[config.mk]
export PLATFORM = sky130hd
export DESIGN_NAME = yuv422_stream_sched
export DESIGN_NICKNAME = d
export VERILOG_FILES = /design/src/rtl/yuv422_stream_sched.sv
export SDC_FILE = /design/constraint.sdc
export NUM_CORES = 1
export LEC_CHECK = 0
export ABC_AREA = 0
export CAP_MARGIN = 10
export CORE_MARGIN = 2
export CORE_UTILIZATION = 25
export DETAILED_ROUTE_END_ITERATION = 10
export HOLD_SLACK_MARGIN = 0.08
export PLACE_DENSITY = 0.54
export SLEW_MARGIN = 20
export SYNTH_ARGS = -nofsm -noshare
export SYNTH_HDL_FRONTEND = slang
export SYNTH_SLANG_ARGS = --single-unit
[constraint.sdc]
create_clock -name clk -period 2.3 [get_ports clk]
set_input_delay 0.46 -clock clk [delete_from_list [all_inputs] [get_ports clk]]
set_output_delay 0.46 -clock clk [all_outputs]
set_load 0.005 [all_outputs]
[src/rtl/yuv422_stream_sched.sv]
// rtl/yuv422_stream_sched.sv - raster scheduler feeding YUV422 pixels from an FWFT FIFO to the converter
// Optional 8-bar colour-bar source when YUV_SCHED_TPG_EN is defined.
module yuv422_stream_sched #(
  parameter int H_ACTIVE = 678,
  parameter int H_FP     = 1,
  parameter int H_SYNC   = 1,
  parameter int H_BP     = 1,
  parameter int V_ACTIVE = 297,
  parameter int V_FP     = 1,
  parameter int V_SYNC   = 1,
  parameter int V_BP     = 1
) (
  input  logic        clk,
  input  logic        rst_n,
  input  logic        cke,
  input  logic        enable,
`ifdef YUV_SCHED_TPG_EN
  input  logic        tpg_sel,
`endif
  input  logic        fifo_empty,
  input  logic [19:0] fifo_dat,
  output logic        fifo_rd,
  output logic        yuv_hs,
  output logic        yuv_vs,
  output logic        yuv_de,
  output logic [9:0]  yuv_y,
  output logic [9:0]  yuv_c,
  output logic        frame_start,
  output logic        underflow,
  input  logic        underflow_clr
);
  localparam int H_TOT = H_ACTIVE + H_FP + H_SYNC + H_BP;
  localparam int V_TOT = V_ACTIVE + V_FP + V_SYNC + V_BP;
  localparam int HW = $clog2(H_TOT);
  localparam int VW = $clog2(V_TOT);
  localparam logic [HW-1:0] H_LAST = HW'(H_TOT - 1);
  localparam logic [HW-1:0] H_ACT  = HW'(H_ACTIVE);
  localparam logic [HW-1:0] HS_LO  = HW'(H_ACTIVE + H_FP);
  localparam logic [HW-1:0] HS_HI  = HW'(H_ACTIVE + H_FP + H_SYNC - 1);
  localparam logic [VW-1:0] V_LAST = VW'(V_TOT - 1);
  localparam logic [VW-1:0] V_ACT  = VW'(V_ACTIVE);
  localparam logic [VW-1:0] VS_LO  = VW'(V_ACTIVE + V_FP);
  localparam logic [VW-1:0] VS_HI  = VW'(V_ACTIVE + V_FP + V_SYNC - 1);

  typedef enum logic {IDLE, RUN} state_t;

  state_t        state;
  logic [HW-1:0] h_cnt;
  logic [VW-1:0] v_cnt;
  logic          run, act, wrap, use_fifo, starve;
  logic [19:0]   src_pix, out_pix;

  assign run  = (state == RUN);
  assign act  = run && (h_cnt < H_ACT) && (v_cnt < V_ACT);
  assign wrap = (h_cnt == H_LAST) && (v_cnt == V_LAST);

`ifdef YUV_SCHED_TPG_EN
  logic       tpg_mode;
  logic [2:0] bar;
  logic [9:0] bar_y, bar_cb, bar_cr;

  // Source selection is latched only at a frame origin so a frame is never mixed.
  always_ff @(posedge clk or negedge rst_n) begin
    if (!rst_n)
      tpg_mode <= 1'b0;
    else if (cke && ((state == IDLE && enable) || (run && wrap)))
      tpg_mode <= tpg_sel;
  end

  always_comb begin
    bar = 3'((32'(h_cnt) * 32'd8) / 32'(H_ACTIVE));
    case (bar)
      3'd0:    begin bar_y = 10'h2D0; bar_cb = 10'h200; bar_cr = 10'h200; end
      3'd1:    begin bar_y = 10'h288; bar_cb = 10'h0B0; bar_cr = 10'h238; end
      3'd2:    begin bar_y = 10'h20C; bar_cb = 10'h270; bar_cr = 10'h0B0; end
      3'd3:    begin bar_y = 10'h1C0; bar_cb = 10'h120; bar_cr = 10'h0E8; end
      3'd4:    begin bar_y = 10'h150; bar_cb = 10'h2E0; bar_cr = 10'h318; end
      3'd5:    begin bar_y = 10'h104; bar_cb = 10'h190; bar_cr = 10'h350; end
      3'd6:    begin bar_y = 10'h08C; bar_cb = 10'h350; bar_cr = 10'h1C8; end
      default: begin bar_y = 10'h040; bar_cb = 10'h200; bar_cr = 10'h200; end
    endcase
  end

  assign use_fifo = !tpg_mode;
  assign src_pix  = tpg_mode ? {bar_y, (h_cnt[0] ? bar_cr : bar_cb)} : fifo_dat;
`else
  assign use_fifo = 1'b1;
  assign src_pix  = fifo_dat;
`endif

  assign starve  = act && use_fifo && fifo_empty;
  assign fifo_rd = cke && act && use_fifo && !fifo_empty;

  // A starved slot still consumes its raster position and shows black.
  always_comb begin
    out_pix = 20'h0;
    if (act)
      out_pix = starve ? {10'h040, 10'h200} : src_pix;
  end

  always_ff @(posedge clk or negedge rst_n) begin
    if (!rst_n) begin
      state       <= IDLE;
      h_cnt       <= '0;
      v_cnt       <= '0;
      yuv_hs      <= 1'b0;
      yuv_vs      <= 1'b0;
      yuv_de      <= 1'b0;
      yuv_y       <= 10'h0;
      yuv_c       <= 10'h0;
      frame_start <= 1'b0;
      underflow   <= 1'b0;
    end else if (cke) begin
      case (state)
        IDLE: begin
          h_cnt <= '0;
          v_cnt <= '0;
          if (enable)
            state <= RUN;
        end
        default: begin
          if (h_cnt == H_LAST) begin
            h_cnt <= '0;
            v_cnt <= (v_cnt == V_LAST) ? '0 : v_cnt + 1'b1;
          end else begin
            h_cnt <= h_cnt + 1'b1;
          end
          if (wrap && !enable)
            state <= IDLE;
        end
      endcase
      yuv_de         <= act;
      yuv_hs         <= run && (h_cnt >= HS_LO) && (h_cnt <= HS_HI);
      yuv_vs         <= run && (v_cnt >= VS_LO) && (v_cnt <= VS_HI);
      {yuv_y, yuv_c} <= out_pix;
      frame_start    <= act && (h_cnt == '0) && (v_cnt == '0);
      if (starve)
        underflow <= 1'b1;
      else if (underflow_clr)
        underflow <= 1'b0;
    end
  end
endmodule

; After elaboration in Yosys (flattened, before gate mapping)
; Index checks and enable logic that the tools add are counted.
[classes]
add_sub_neg = 2
magnitude_cmp = 6
eq_ne = 3
muxes = 12
reduce_logical = 20
[ops]
columns = op, n
row1 = 2-to-1 mux 20 bit, 2
row2 = 2-to-1 mux 9 bit, 3
row3 = 2-to-1 mux 10 bit, 2
row4 = logical AND 1 bit, 13
row5 = "adder 10 x 1 -> 10 bit, second input constant", 1
row6 = "equality test 10 bit, second input constant", 1
row7 = "greater-or-equal comparator 10 bit, second input constant", 1
row8 = "<= comparator 10 bit, second input constant", 1
row9 = zero test 10 bit, 1
row10 = "less-than comparator 10 bit, second input constant", 1
row11 = "adder 9 x 1 -> 9 bit, second input constant", 1
row12 = "equality test 9 bit, second input constant", 1
row13 = "greater-or-equal comparator 9 bit, second input constant", 1
row14 = "<= comparator 9 bit, second input constant", 1
row15 = zero test 9 bit, 1
row16 = "less-than comparator 9 bit, second input constant", 1
row17 = 2-to-1 mux 1 bit, 5
row18 = AND reduction 2 bit, 2
row19 = zero test 1 bit, 2
row20 = "inequality test 2 x 1 -> 1 bit, second input constant", 1
row21 = nonzero test 2 bit, 1
[totals]
regBits = 45
inputBits = 26
out_inout_bits = 26
word_cells = 53

; Longest topological paths before layout
; Gate-level depths: netlist of the first run.
[logic_depth]
word_depth = 6
mapped_depth = 7
depth_no_buf = 6

; Worst setup path after synthesis of the first run
; Ideal clock, no wire load.
[synth_timing]
kind = flip-flop to output port
startpoint = reg h_cnt[3]
endpoint = out fifo_rd
arrival_ns = 1.707
t_required_ns = 1.840
setup_slack_ns = 0.133
stages_incl_launch_ff = 6
path_buffers = 2
path_cell_list = dfrtp_1 buf_6 a211o_1 a311o_1 a211oi_4 buf_6
[synth_via]
elab_chain_len = 5
[synth_lines]
columns = item, line_no
row1 = "start, declared", 48  ; logic [HW-1:0] h_cnt;
row2 = "start signal, assigned", 126  ; h_cnt <= h_cnt + 1'b1;
row3 = less-than comparator 10 bit, 54  ; assign act = run && (h_cnt < H_ACT) && (v_cnt < V_ACT);
row4 = logical AND 1 bit (2 in series), 54
row5 = logical AND 1 bit (2 in series), 92  ; assign fifo_rd = cke && act && use_fifo && !fifo_empty;
row6 = "end, declared", 22  ; output logic fifo_rd,
; Every way passes these cells.

; Worst setup path in the final report of the first run
[layout_timing]
startpoint = reg h_cnt[1]
endpoint = out fifo_rd
; Same word-level chain as after synthesis.

==> impl_results.md, run 1 <==
- CTS max path bufs: 2
- Final Cycle Share: 97.23%
- Fraction of layout cells with a size suffix above 1: 20.71%
- GRT Total Usage: 12.10%
- Setup violators final: 0
- Post-synth EDFFs: 0
- Total CTS buffers: 5
- Syn nets: 233
- Yosys reg bits: 45
- Io pins: 52
- Ys async rst share: 100.0%
- Layout Nets: 310
- Min Tclk post-route: 2.236 ns
- CP Cell Sequence: a211o_1, a311o_1, a211oi_4, buf_2
- Initial antenna violation count: 0
- Post-route ant nets: 0
- CTS tree: built
- Crit end category: output port
- First-pass GRT wire length: 9342 µm
- Hold Path Class: flip-flop to flip-flop
- Top cell type's share of synthesized area: 52.08%
- Ys flop type: dfrtp_1
- Post-synthesis sequential area ratio: 52.08%
- Worst skew pair latency: 0.30 ns
- Post-layout util: 37.01%
- Max stage delay cell, worst path: a311o_1
- Startpoint types: flip-flop
- Root buf cell: clkbuf_8
- H-tree Lvls: 2
- Placed insts: 373
- Final hold slack: 0.4937 ns
- Die Ht: 97.00 µm
- Die Footprint: 9408 µm²
- Status: finished clean
- Setup slack after placement: -0.2208 ns
- DRC viols: 0
- Starting Density: 26.05%
- Port-buffer cells: 51
- Drt pass-1 iters: 4
- Yosys cell types: 49
- Critical path class: flip-flop to output port
- Core area: 8299 µm²
- Worst slew margin: 52.26%
- Clk pin slew, worst setup/hold paths: 0.09 ns
- Final HPWL DP: 4102 µm
- Cell count after synthesis: 202
- Total number of vias: 1828
- Die X: 97.00 µm
- Synth Cell Area: 2162 µm²
- Max cap viols: 0
- Site row count: 33
- Setup total negative slack: 0 ns
- Remaining Overflow, GRT: 0
- Synthesis-to-finish area growth: 42.07%
- Crit path largest cell delay: 0.40 ns
- Syn_area_per_cell: 10.70 µm²
- Vias in the first global route: 1874
- CTS sink count: 45
- Wire length per cell: 14.32 µm
- Crit Path Max Fanout: 2
- Clk_skew: 0.002727 ns
- Initial drt markers: 102
- Yosys top cell by area: dfrtp_1
- Required time worst endpoint: 1.84 ns
- Top post-synthesis cells by area: dfrtp_1, a22o_1, a22o_2
- Finished Layout Cells: 385
- Pin count of the biggest net entering global routing: 19
- Worst-case vdd ir drop: 0.2346 mV
- Lkg Pwr: 1.368 nW
- Vias/cell: 4.748
- Final hold vios: 0
- Final Max Slew Viols: 0
- Worst path arrival time: 1.78 ns
- N_diodes: 0
- Total routed wirelength: 5514 µm
- Worst slew pin tran: 0.7127 ns
- Setup ws final: 0.06380 ns
- Synth warn: 0
- Max Fclk: 0.4472 GHz
- Placer Congestion: 0.8297
- Pwr/cell area: 615.8 nW/µm²
## critical path: cells and delay by family, from the launching register on
kind / cells / cell delay (ns)
AO/OA/AOI/OAI: 3 / 0.92
flip-flops: 1 / 0.38
buffers and inverters: 1 / 0.16
## worst paths after layout
kind | slack [ns] | to | from | depth (start not counted)
setup / recovery | 0.06 | fifo_rd | h_cnt[1] | 4
hold / removal | 0.49 | underflow | underflow | 2
setup reg to reg | 0.20 | v_cnt[6] | v_cnt[4] | 7
hold reg to reg | 0.49 | underflow | underflow | 2
max in group asynchronous | 1.15 | yuv_y[3] | rst_n | 3
min in group asynchronous | 0.61 | yuv_c[8] | rst_n | 2
## routing by layer
metal	wire length [µm]	share of wire [%]	global-route usage [%]	up-vias
met4	71	1.3	4.009	0
met1	2641	48	16.84	872
li1	-	-	-	895
met2	2466	45	18.54	54
met5	0	0	0	-
met3	335	6.1	2.890	7
## power by group
part	switching, W	internal [W]
Combinational	0.000196	0.000268
Clock	0.000295	0.000220
Sequential	0.0000458	0.000866
## timing repair
action / in CTS / in global routing
setup buffers: 0 / 3
resized for setup: 5 / 1
endpoints found under the hold margin: 14 / 0
pin swaps: 1 / 3
hold buffers: 1 / 0
setup endpoints to repair: 1 / 1
## synth_stat cells (all sizes together) (3+ instances only)
| master | n |
|---|---|
| dfrtp | 45 |
| a22o | 21 |
| nand2 | 15 |
| nor2 | 13 |
| nand3 | 12 |
| clkbuf | 9 |
| o21ai | 9 |
| inv | 8 |
| xor2 | 7 |
| and3 | 5 |
| ha | 5 |
| nand4 | 4 |
| nor3 | 4 |
| a31oi | 3 |
| nor4 | 3 |
| o2bb2ai | 3 |
## cell families after synthesis
group	Yosys count	synth area share, %
fa+ha+maj	5	2.894
mux	1	0.5208
buf+inv	20	4.166
xor+xnor	8	3.241
compound gates	54	20.55
flops	45	52.08
simple gates	69	16.55
## registers in the layout, indices dropped and copies added (netlist names)
| signal | count |
|---|---|
| frame_start | 1 |
| h_cnt | 10 |
| run | 1 |
| underflow | 1 |
| v_cnt | 9 |
| yuv_c | 10 |
| yuv_de | 1 |
| yuv_hs | 1 |
| yuv_vs | 1 |
| yuv_y | 10 |
## layout make-up
cell class              instances  area (µm²)
clock buffers                   5       68.82
clock inverters                 3       25.02
fillers                       856        5228
inverters                       9       33.78
multi-input cells             137       958.4
flip-flops and latches         45        1126
well taps                     105       131.4
repair buffers                 81       728.2
## cells in the final DEF (no fill, tap or decap), types with 2 or more instances in the layout
| cell type | count |
|---|---|
| ha_1 | 5 |
| a22o_1 | 12 |
| o21ai_0 | 9 |
| o211ai_1 | 2 |
| and3_1 | 4 |
| nand4_1 | 4 |
| buf_4 | 29 |
| nand3_1 | 12 |
| a31oi_1 | 3 |
| nor3_1 | 4 |
| nor2_1 | 13 |
| nor2b_1 | 2 |
| nand2_1 | 15 |
| a21oi_1 | 2 |
| inv_1 | 8 |
| a22o_2 | 9 |
| dfrtp_1 | 45 |
| o2bb2ai_1 | 3 |
| nor4_1 | 2 |
| clkdlybuf4s50_1 | 49 |
| clkbuf_8 | 5 |
| buf_2 | 2 |
| xor2_1 | 7 |
## through the flow
stage | area [µm²] | total power, W
floorplan | 2162 | 0.001138
global placement | 2938 | 0.001371
detailed placement | 2938 | 0.001372
CTS | 3043 | 0.001905
global route | 3072 | 0.002017
finish | 3072 | 0.001892
No activity file was read; power rests on OpenSTA's default activity.
==> inputs of run 2 (changes only) <==
--- a/config.mk
+++ b/config.mk
@@ -12,6 +12,7 @@
 export DETAILED_ROUTE_END_ITERATION = 10
 export HOLD_SLACK_MARGIN = 0.08
 export PLACE_DENSITY = 0.54
+export SETUP_SLACK_MARGIN = 0.5
 export SLEW_MARGIN = 20
 export SYNTH_ARGS = -nofsm -noshare
 export SYNTH_HDL_FRONTEND = slang
==> run 2 against run 1 <==
Effect of this change:
- core utilization grew 2.0 points
- clock power is 16% higher
- critical path depth unchanged
- setup slack gained 0.092 ns
- first-iteration DRC count is 13% lower
- routed wire length up 4.6%
- clock skew is 0.0043 ns higher
- largest power group unchanged
- highest routed layer unchanged
==> impl_results.md, run 2 (same netlist as run 1, synthesis figures left out) <==
- RSZ-0062 raised after global routing: yes
- Worst skew pair latency: 0.29 ns (was 0.30 ns)
- Critical path class: flip-flop to output port (unchanged)
- Final hold vios: 0 (unchanged)
- Starting Density: 26.05% (unchanged)
- Crit Path Max Fanout: 2 (unchanged)
- N_diodes: 0 (unchanged)
- Finished Layout Cells: 388 (was 385)
- Clk_skew: 0.006987 ns (was 0.002727 ns)
- Commonest non-fill, non-tap cell in the layout: clkdlybuf4s50_1 (unchanged)
- Die X: 97.00 µm (unchanged)
- Required time worst endpoint: 1.84 ns (about the same)
- Vias in the first global route: 1950 (was 1874)
- Pwr/cell area: 611.4 nW/µm² (was 615.8 nW/µm²)
- Worst-case vdd ir drop: 0.2204 mV (was 0.2346 mV)
- Fraction of layout cells with a size suffix above 1: 25.80% (was 20.71%)
- Max cap viols: 0 (unchanged)
- Leading registers by flop count: h_cnt x10, yuv_c x10, yuv_y x10 (unchanged)
- Worst slew pin tran: 0.4175 ns (was 0.7127 ns)
- CTS tree: built (unchanged)
- DRC viols: 0 (unchanged)
- Pin count of the biggest net entering global routing: 20 (was 19)
- Final HPWL DP: 4058 µm (was 4102 µm)
- Worst path arrival time: 1.68 ns (was 1.78 ns)
- Lkg Pwr: 1.439 nW (was 1.368 nW)
- Setup violators final: 0 (unchanged)
- Worst slew margin: 72.17% (was 52.26%)
- Startpoint types: flip-flop (unchanged)
- Io pins: 52 (unchanged)
- Flop-to-flop setup slack: 0.33 ns (was 0.20 ns)
- Total routed wirelength: 5766 µm (was 5514 µm)
- Final Cycle Share: 93.21% (was 97.23%)
- Initial drt markers: 89 (was 102)
- Clk pin slew, worst setup/hold paths: 0.09 ns (about the same)
- Wire length per cell: 14.86 µm (was 14.32 µm)
- Crit end category: output port (unchanged)
- Placer Congestion: 0.7756 (was 0.8297)
- CTS max path bufs: 2 (unchanged)
- Most frequent cells in the layout: clkdlybuf4s50_1, dfrtp_1, buf_4, nand2_1, nor2_1 (unchanged)
- Final Max Slew Viols: 0 (unchanged)
- Site row count: 33 (unchanged)
- CTS sink count: 45 (unchanged)
- Total CTS buffers: 5 (unchanged)
- Post-Place Cell Area: 2927 µm² (was 2938 µm²)
- Worst r2r src: v_cnt[4] (unchanged)
- Final Cell Area: 3236 µm² (was 3072 µm²)
- Critical Path Source: h_cnt[2] (was h_cnt[1])
- Die Ht: 97.00 µm (unchanged)
- Post-layout util: 38.99% (was 37.01%)
- First-pass GRT wire length: 9756 µm (was 9342 µm)
- Post-route ant nets: 0 (unchanged)
- H-tree Lvls: 2 (unchanged)
- CTS Hold Bufs: 0 (was 1)
- Vias/cell: 4.959 (was 4.748)
- GRT Total Usage: 12.57% (was 12.10%)
- CP Capture Point: fifo_rd (unchanged)
- Hold Path Class: primary input to async pin (was flip-flop to flip-flop)
- Max Fclk: 0.4665 GHz (was 0.4472 GHz)
- Total number of vias: 1924 (was 1828)
- R2r worst-path depth: 7 (unchanged)
- Die Footprint: 9408 µm² (unchanged)
- Placed insts: 371 (was 373)
- Initial antenna violation count: 0 (unchanged)
- Final hold slack: 0.08519 ns (was 0.4937 ns)
- Synthesis-to-finish area growth: 49.65% (was 42.07%)
- Status: finished clean (unchanged)
- Drt pass-1 iters: 4 (unchanged)
- Remaining Overflow, GRT: 0 (unchanged)
- Layout Nets: 313 (was 310)
- RR Endpoint: v_cnt[6] (unchanged)
- Port-buffer cells: 51 (unchanged)
- Min Tclk post-route: 2.144 ns (was 2.236 ns)
- Core area: 8299 µm² (unchanged)
- Root buf cell: clkbuf_8 (unchanged)
- Fillcell total: 837 (was 856)
run 2: layout make-up:
| cell class | count | area (µm²) | share of cell area, % |
|---|---|---|---|
| inverters | 9 | 33.78 | 1.044 |
| flip-flops and latches | 45 | 1127 | 34.84 |
| clock inverters | 2 | 38.79 | 1.199 |
| repair buffers | 84 | 778.2 | 24.05 |
| clock buffers | 6 | 72.57 | 2.243 |
| multi-input cells | 137 | 1054 | 32.56 |
| well taps | 105 | 131.4 | 4.060 |
run 2: what timing repair did:
action                                 CTS  global route
endpoints found under the hold margin    0             0
pin swaps                                7             7
gates resized for setup                 13            18
setup endpoints to repair               28            29
gates cloned                             0             0
setup buffers                            6             3
run 2: metal layers:
metal | vias up | global-route usage [%] | wire length (µm)
met5 | - | 0 | 0
met4 | 0 | 3.359 | 32
met3 | 4 | 3.107 | 333
met2 | 69 | 19.93 | 2657
met1 | 949 | 17.18 | 2743
li1 | 902 | - | -
run 2: stage by stage:
| stage | total power, W | setup WS [ns] | setup TNS [ns] |
|---|---|---|---|
| final | 0.001978 | 0.1563 | 0 |
| after global routing | 0.002080 | 0.09849 | 0 |
| after CTS | 0.001992 | 0.05688 | 0 |
| after detailed placement | 0.001371 | -0.2284 | -0.2284 |
| after global placement | 0.001364 | -0.2266 | -0.2266 |
| after floorplan | 0.001139 | 0.2873 | 0 |
run 2: how the worst min path moves through the flow:
stage | slack [ns] | cells past startpoint | to
CTS | 0.08 | 1 | yuv_y[2]
finish | 0.09 | 1 | yuv_y[2]
detailed placement | 0.42 | 1 | yuv_y[2]
global placement | 0.42 | 1 | yuv_y[2]
floorplan | 0.16 | 0 | frame_start
global route | 0.11 | 1 | yuv_y[2]
run 2: critical path: stages, from the launching register on:
cell,delay [ns]
dfrtp_1,0.39
a211o_1,0.30
a311o_1,0.31
a211oi_4,0.23
buf_2,0.16
run 2: report_power, final:
part	switching [W]	internal, W	leakage, nW
combinational	0.000202	0.000266	0.806
clock	0.000268	0.000326	0.0554
sequential	0.0000494	0.000866	0.577
